<file path="src/rtl/fma_pkg.sv">
// Shared types for the multi-lane fixed-point FMA array.
package fma_pkg;

  typedef enum logic [1:0] {
    FMA_MODE_FMA  = 2'd0,
    FMA_MODE_MAC  = 2'd1,
    FMA_MODE_MUL  = 2'd2,
    FMA_MODE_LOAD = 2'd3
  } fma_mode_t;

endpackage

</file>
<file path="src/rtl/fma_lane.sv">
// One lane: stage 1 product/addend register, stage 2 round/add/saturate, and
// the lane accumulator. The accumulator doubles as the lane output register
// because every completed beat writes the same value to both.
module fma_lane
  import fma_pkg::*;
#(
  parameter int WIDTH       = 16,
  parameter int FIXED_POINT = 10
) (
  input  logic             clk,
  input  logic             rst_n,
  input  logic             load,
  input  logic             update,
  input  fma_mode_t        mode,
  input  logic             round,
  input  logic [WIDTH-1:0] a,
  input  logic [WIDTH-1:0] b,
  input  logic [WIDTH-1:0] c,
  output logic [WIDTH-1:0] result,
  output logic             sat
);

  localparam int PW = 2*WIDTH + 1;

  localparam logic signed [PW-1:0] HALF  =
    {{(PW-FIXED_POINT){1'b0}}, 1'b1, {(FIXED_POINT-1){1'b0}}};
  localparam logic signed [PW-1:0] MAX_V = {{(PW-WIDTH+1){1'b0}}, {(WIDTH-1){1'b1}}};
  localparam logic signed [PW-1:0] MIN_V = {{(PW-WIDTH+1){1'b1}}, {(WIDTH-1){1'b0}}};

  logic signed [2*WIDTH-1:0] prod_q;
  logic [WIDTH-1:0]          c_q;
  logic [WIDTH-1:0]          acc_q;
  logic                      sat_q;

  logic signed [PW-1:0]      rounded;
  logic signed [PW-1:0]      p;
  logic signed [PW-1:0]      sum;
  logic [WIDTH-1:0]          addend;
  logic [WIDTH-1:0]          nxt;
  logic                      nxt_sat;

  // Stage 1: capture the full-precision signed product and the addend.
  always_ff @(posedge clk or negedge rst_n) begin
    if (!rst_n) begin
      prod_q <= '0;
      c_q    <= '0;
    end else if (load) begin
      prod_q <= $signed({{WIDTH{a[WIDTH-1]}}, a}) * $signed({{WIDTH{b[WIDTH-1]}}, b});
      c_q    <= c;
    end
  end

  // Stage 2 combinational: round, rescale, add the selected addend, clamp.
  always_comb begin
    rounded = {prod_q[2*WIDTH-1], prod_q} + (round ? HALF : '0);
    p       = rounded >>> FIXED_POINT;
    case (mode)
      FMA_MODE_FMA: addend = c_q;
      FMA_MODE_MAC: addend = acc_q;
      default:      addend = '0;
    endcase
    sum     = p + {{(PW-WIDTH){addend[WIDTH-1]}}, addend};
    nxt     = sum[WIDTH-1:0];
    nxt_sat = 1'b0;
    if (mode == FMA_MODE_LOAD) begin
      nxt = c_q;
    end else if (sum > MAX_V) begin
      nxt     = MAX_V[WIDTH-1:0];
      nxt_sat = 1'b1;
    end else if (sum < MIN_V) begin
      nxt     = MIN_V[WIDTH-1:0];
      nxt_sat = 1'b1;
    end
  end

  // Stage 2 register: accumulator/output and saturation flag move only when a beat completes.
  always_ff @(posedge clk or negedge rst_n) begin
    if (!rst_n) begin
      acc_q <= '0;
      sat_q <= 1'b0;
    end else if (update) begin
      acc_q <= nxt;
      sat_q <= nxt_sat;
    end
  end

  assign result = acc_q;
  assign sat    = sat_q;

endmodule

</file>
<file path="src/rtl/fma_array.sv">
// LANES-wide pipelined fixed-point FMA sharing one valid/ready handshake.
// The whole pipe advances as one unit whenever the output slot is free or
// being drained, so a single advance strobe gates every lane.
module fma_array
  import fma_pkg::*;
#(
  parameter int WIDTH       = 16,
  parameter int FIXED_POINT = 10,
  parameter int LANES       = 4
) (
  input  logic                   clk_in,
  input  logic                   rst_n_in,
  input  logic [LANES*WIDTH-1:0] a_in,
  input  logic [LANES*WIDTH-1:0] b_in,
  input  logic [LANES*WIDTH-1:0] c_in,
  input  logic [1:0]             mode_in,
  input  logic                   round_in,
  input  logic                   valid_in,
  output logic                   ready_out,
  output logic [LANES*WIDTH-1:0] out,
  output logic [LANES-1:0]       sat_out,
  output logic                   valid_out,
  input  logic                   ready_in
);

  logic      advance;
  logic      accept;
  logic      s1_valid;
  fma_mode_t s1_mode;
  logic      s1_round;

  assign advance   = !valid_out || ready_in;
  assign ready_out = advance;
  assign accept    = valid_in && advance;

  // Stage 1 control: beat valid plus the per-beat mode and rounding choice.
  always_ff @(posedge clk_in or negedge rst_n_in) begin
    if (!rst_n_in) begin
      s1_valid <= 1'b0;
      s1_mode  <= FMA_MODE_FMA;
      s1_round <= 1'b0;
    end else if (advance) begin
      s1_valid <= valid_in;
      if (valid_in) begin
        s1_mode  <= fma_mode_t'(mode_in);
        s1_round <= round_in;
      end
    end
  end

  // Output valid follows stage 1 on every advance; holds while stalled.
  always_ff @(posedge clk_in or negedge rst_n_in) begin
    if (!rst_n_in) begin
      valid_out <= 1'b0;
    end else if (advance) begin
      valid_out <= s1_valid;
    end
  end

  for (genvar i = 0; i < LANES; i++) begin : g_lane
    fma_lane #(
      .WIDTH       (WIDTH),
      .FIXED_POINT (FIXED_POINT)
    ) u_lane (
      .clk    (clk_in),
      .rst_n  (rst_n_in),
      .load   (accept),
      .update (advance && s1_valid),
      .mode   (s1_mode),
      .round  (s1_round),
      .a      (a_in[i*WIDTH +: WIDTH]),
      .b      (b_in[i*WIDTH +: WIDTH]),
      .c      (c_in[i*WIDTH +: WIDTH]),
      .result (out[i*WIDTH +: WIDTH]),
      .sat    (sat_out[i])
    );
  end

endmodule

</file>
<file path="config.mk">
export PLATFORM = sky130hd
export DESIGN_NAME = fma_array
export DESIGN_NICKNAME = d
export VERILOG_FILES = /design/src/rtl/fma_pkg.sv /design/src/rtl/fma_lane.sv /design/src/rtl/fma_array.sv
export SDC_FILE = /design/constraint.sdc
export NUM_CORES = 2
export LEC_CHECK = 0
export BUFFER_PORTS_ARGS = -buffer_cell sky130_fd_sc_hd__clkbuf_2
export CORE_UTILIZATION = 50
export DETAILED_ROUTE_END_ITERATION = 8
export PLACE_DENSITY = 0.69
export SYNTH_ARGS = -nofsm -noshare
export SYNTH_HDL_FRONTEND = slang
export SYNTH_SLANG_ARGS = --single-unit
</file>
<file path="constraint.sdc">
create_clock -name clk_in -period 6.7 [get_ports clk_in]
set_clock_uncertainty 0.15 [all_clocks]
set_input_delay 0.335 -clock clk_in [delete_from_list [all_inputs] [get_ports clk_in]]
set_output_delay 0.335 -clock clk_in [all_outputs]
set_load 0.02 [all_outputs]
</file>
==> impl_metrics.env <==
export IMPL_grt_max_degree=144
export IMPL_status="finished clean"
export IMPL_clock_path_buffers=3
export IMPL_drc=0
export IMPL_critPathMaxFanout=5
export IMPL_drtIter0Drc=2398
export IMPL_grt_pass1_vias=44080
export IMPL_tightest_slew_ps=1046
export IMPL_htree_levels=1
export IMPL_grtUsageMet2_pct=42.84
export IMPL_cts_resized=0
export IMPL_grt_busiest_layer="met2"
export IMPL_die_height_um=330.7
export IMPL_die_area_sq_mm=0.1094
export IMPL_r2r_slack_ps=910
export IMPL_grt_pass1_wl_mm=230.0
export IMPL_syn2layout_area_growth_pct=10.11
export IMPL_slew_headroom_pct=30.25
export IMPL_root_buffer="clkbuf_16"
export IMPL_avgSynthCellArea_sq_um=8.854
export IMPL_fmax_mhz=162.7
export IMPL_cts_setup_buffers=0
export IMPL_num_fill_cells=9729
export IMPL_globalplace_congestion=0.9462
export IMPL_cp_top_family="adder cells"
export IMPL_synth_cells=6103
export IMPL_setup_viol=0
export IMPL_cpPeakStageDelay_ps=560
export IMPL_hold_class="primary input to register"
export IMPL_wl_mm=138.9
export IMPL_ys_types=85
export IMPL_antenna_found_initial=3
export IMPL_tns_ps=0
export IMPL_clkLatencyLatePin_ps=590
export IMPL_finalCriticalPeriod_ps=6145
export IMPL_numCtsBuffers=29
export IMPL_crit_path_cell_trace="clkbuf_2, nand2_1, inv_1, fa_1, inv_1, fa_1, inv_1, fa_1, fa_1, fa_1, inv_1, fa_1, inv_1, ha_1, a21o_1, a21o_1, a221o_1, a32oi_1, o21ai_0, or4_1, a31oi_1, xor2_1, o21ai_0"
export IMPL_cts_num_sinks=229
export IMPL_start_kind="primary input"
export IMPL_cp_slowest_cell="fa_1"
export IMPL_io_buffers=268
export IMPL_drv_cap=0
export IMPL_synth_nets=7762
export IMPL_drive_gt1_share_pct=8.692
export IMPL_ant_nets=0
export IMPL_core_region_area_sq_mm=0.1071
export IMPL_grt_use_met3_pct=4.492
export IMPL_crit_path_end_kind="register"
export IMPL_path_clk_slew_ps=60
export IMPL_path_common_cell="fa_1"
export IMPL_cp_required_ps=6990
export IMPL_cts_tree="yes"
export IMPL_wl_per_cell_um=17.64
export IMPL_dp_hpwl_mm=116.3
export IMPL_critical_path_class="primary input to register"
export IMPL_whs_ps=115.0
export IMPL_ys_ff_latch=229
export IMPL_io_pins=269
export IMPL_nets=8109
export IMPL_rows=120
export IMPL_ys_warnings_count=0
export IMPL_arrival_ps=6440
export IMPL_ys_flop_type="dfrtp_1"
export IMPL_synth_edf_count=0
export IMPL_grt_use_total_pct=26.29
export IMPL_rsz0062_at_grt="false"
export IMPL_final_max_slew_viol_count=0
export IMPL_async_flop_share_pct=100.0
export IMPL_grt_ovfl_total=0
export IMPL_fin_crit_sh_pct=91.72
export IMPL_met1_usage_pct=36.44
export IMPL_initial_core_util_pct=50.47
export IMPL_cp_num_buf_inv=6
export IMPL_syn_cell_area_sq_mm=0.05403
export IMPL_die_x_um=330.7
export IMPL_viasPerCell=5.317
export IMPL_vias=41850
export IMPL_drt_pass1_iter_count=5
export IMPL_finalHoldViolCount=0
export IMPL_ys_seq_area_share_pct=10.61
[final cells by class]
| type | instances | area, sq um | share of cell area [%] |
|---|---|---|---|
| multi-input cells | 4424 | 42850 | 72.02 |
| flip-flops and latches | 229 | 5736 | 9.640 |
| inverters | 1228 | 4609 | 7.748 |
| repair buffers | 538 | 3561 | 5.985 |
| well taps | 1403 | 1755 | 2.951 |
| clock buffers | 40 | 827.0 | 1.390 |
| clock inverters | 7 | 155.1 | 0.2608 |
| diodes | 2 | 5.005 | 0.008412 |
[repair_timing]
item                       in CTS  in global routing
setup endpoints to repair       0                  0
hold endpoints to repair      153                  0
hold buffers                   68                  0
[layer usage]
metal	wire, um	vias up
met1	60360	21060
li1	-	19380
met5	23	-
met2	64350	1174
met4	3956	4
met3	10170	240
[state kept, by name (all words and copies together), names as in the netlist]
| signal | count |
|---|---|
| g_lane.u_lane.prod_q | 92 |
| g_lane.u_lane.c_q | 64 |
| g_lane.u_lane.result | 64 |
| g_lane.u_lane.sat | 4 |
| s1_mode | 2 |
| s1_round | 1 |
| s1_valid | 1 |
| valid_out | 1 |
[through the flow]
stage          utilization [%]  instance area (sq um)  instances  setup WS [ps]
2_1_floorplan                -                  54030       6103          103.8
3_3_place_gp             54.02                  57830       7754         -46.96
3_5_place_dp             54.02                  57830       7754         -68.06
4_1_cts                  55.57                  59490       7869          530.9
5_1_grt                  55.57                  59490       7869          151.7
6_report                 55.57                  59490       7871          554.8
[cells in the final DEF (no fill, tap or decap), types with 93 or more instances in the layout]
cell and instances:
buf_4 201, nor2_1 207, ha_1 412, fa_1 1048, xnor2_1 187, inv_1 1228, xor2_1 93, and2_1 489
o21ai_0 217, dfrtp_1 227, a21oi_1 169, clkbuf_2 267, nand2_1 914
[cells in the mapped netlist (9+ instances only)]
cell | count | share of area [%]
mux2i_1 | 66 | 1.2
nor2b_1 | 20 | 0.23
a21oi_1 | 169 | 1.6
clkbuf_1 | 207 | 1.4
a21oi_2 | 10 | 0.16
fa_1 | 1048 | 39
and3_1 | 30 | 0.35
nand2_1 | 917 | 6.4
o21ai_0 | 217 | 2.0
nor2_1 | 207 | 1.4
inv_1 | 1228 | 8.5
a211oi_1 | 24 | 0.33
nand3_1 | 65 | 0.60
o31ai_1 | 12 | 0.17
o21a_1 | 38 | 0.53
or3_1 | 61 | 0.71
xnor2_1 | 187 | 3.0
nand4_1 | 33 | 0.38
nand2b_1 | 39 | 0.45
a21o_1 | 57 | 0.79
a211o_1 | 9 | 0.15
nor3_1 | 33 | 0.31
a31oi_1 | 24 | 0.28
dfrtp_1 | 229 | 11
o211ai_1 | 11 | 0.15
ha_1 | 412 | 9.5
and2_1 | 491 | 5.7
xor2_1 | 93 | 1.5
o21bai_1 | 17 | 0.24
[cells by family after synthesis]
| group | Yosys count | share of synthesized area, % |
|---|---|---|
| AOI/OAI and AO/OA | 672 | 7.827 |
| xor gates and xnor gates | 280 | 4.539 |
| adders and majority gates | 1460 | 48.37 |
| buffers and inverters | 1450 | 10.14 |
| DFF | 229 | 10.61 |
| muxes | 73 | 1.369 |
| and+or+nand+nor | 1939 | 17.15 |
[worst reg2reg max path: stages, from the launching register on]
cell and delay (ps):
dfrtp_1 700, and2_1 240, ha_1 190, nand2_1 100, nor4_1 680, and3_1 360, xor2_1 180, ha_1 320
a21o_1 200, a22oi_1 450, o211ai_4 190, and4_4 240, a2111oi_4 290, or4b_1 480, o41ai_2 340, and2b_4 410
a21oi_1 130
[worst paths after layout]
| path | cells after the start | to | from |
|---|---|---|---|
| setup reg to reg | 16 | g_lane[1].u_lane.result[5] | s1_round |
| hold / removal | 3 | valid_out | ready_in |
| min in group asynchronous | 2 | g_lane[0].u_lane.c_q[11] | rst_n_in |
| setup / recovery | 23 | g_lane[0].u_lane.prod_q[30] | a_in[15] |
| hold reg to reg | 2 | g_lane[3].u_lane.prod_q[9] | g_lane[3].u_lane.prod_q[9] |
| max in group asynchronous | 3 | g_lane[2].u_lane.c_q[15] | rst_n_in |
Power is not shown: default switching activity piles up to over one toggle a cycle in this logic, so the estimate is an artifact.
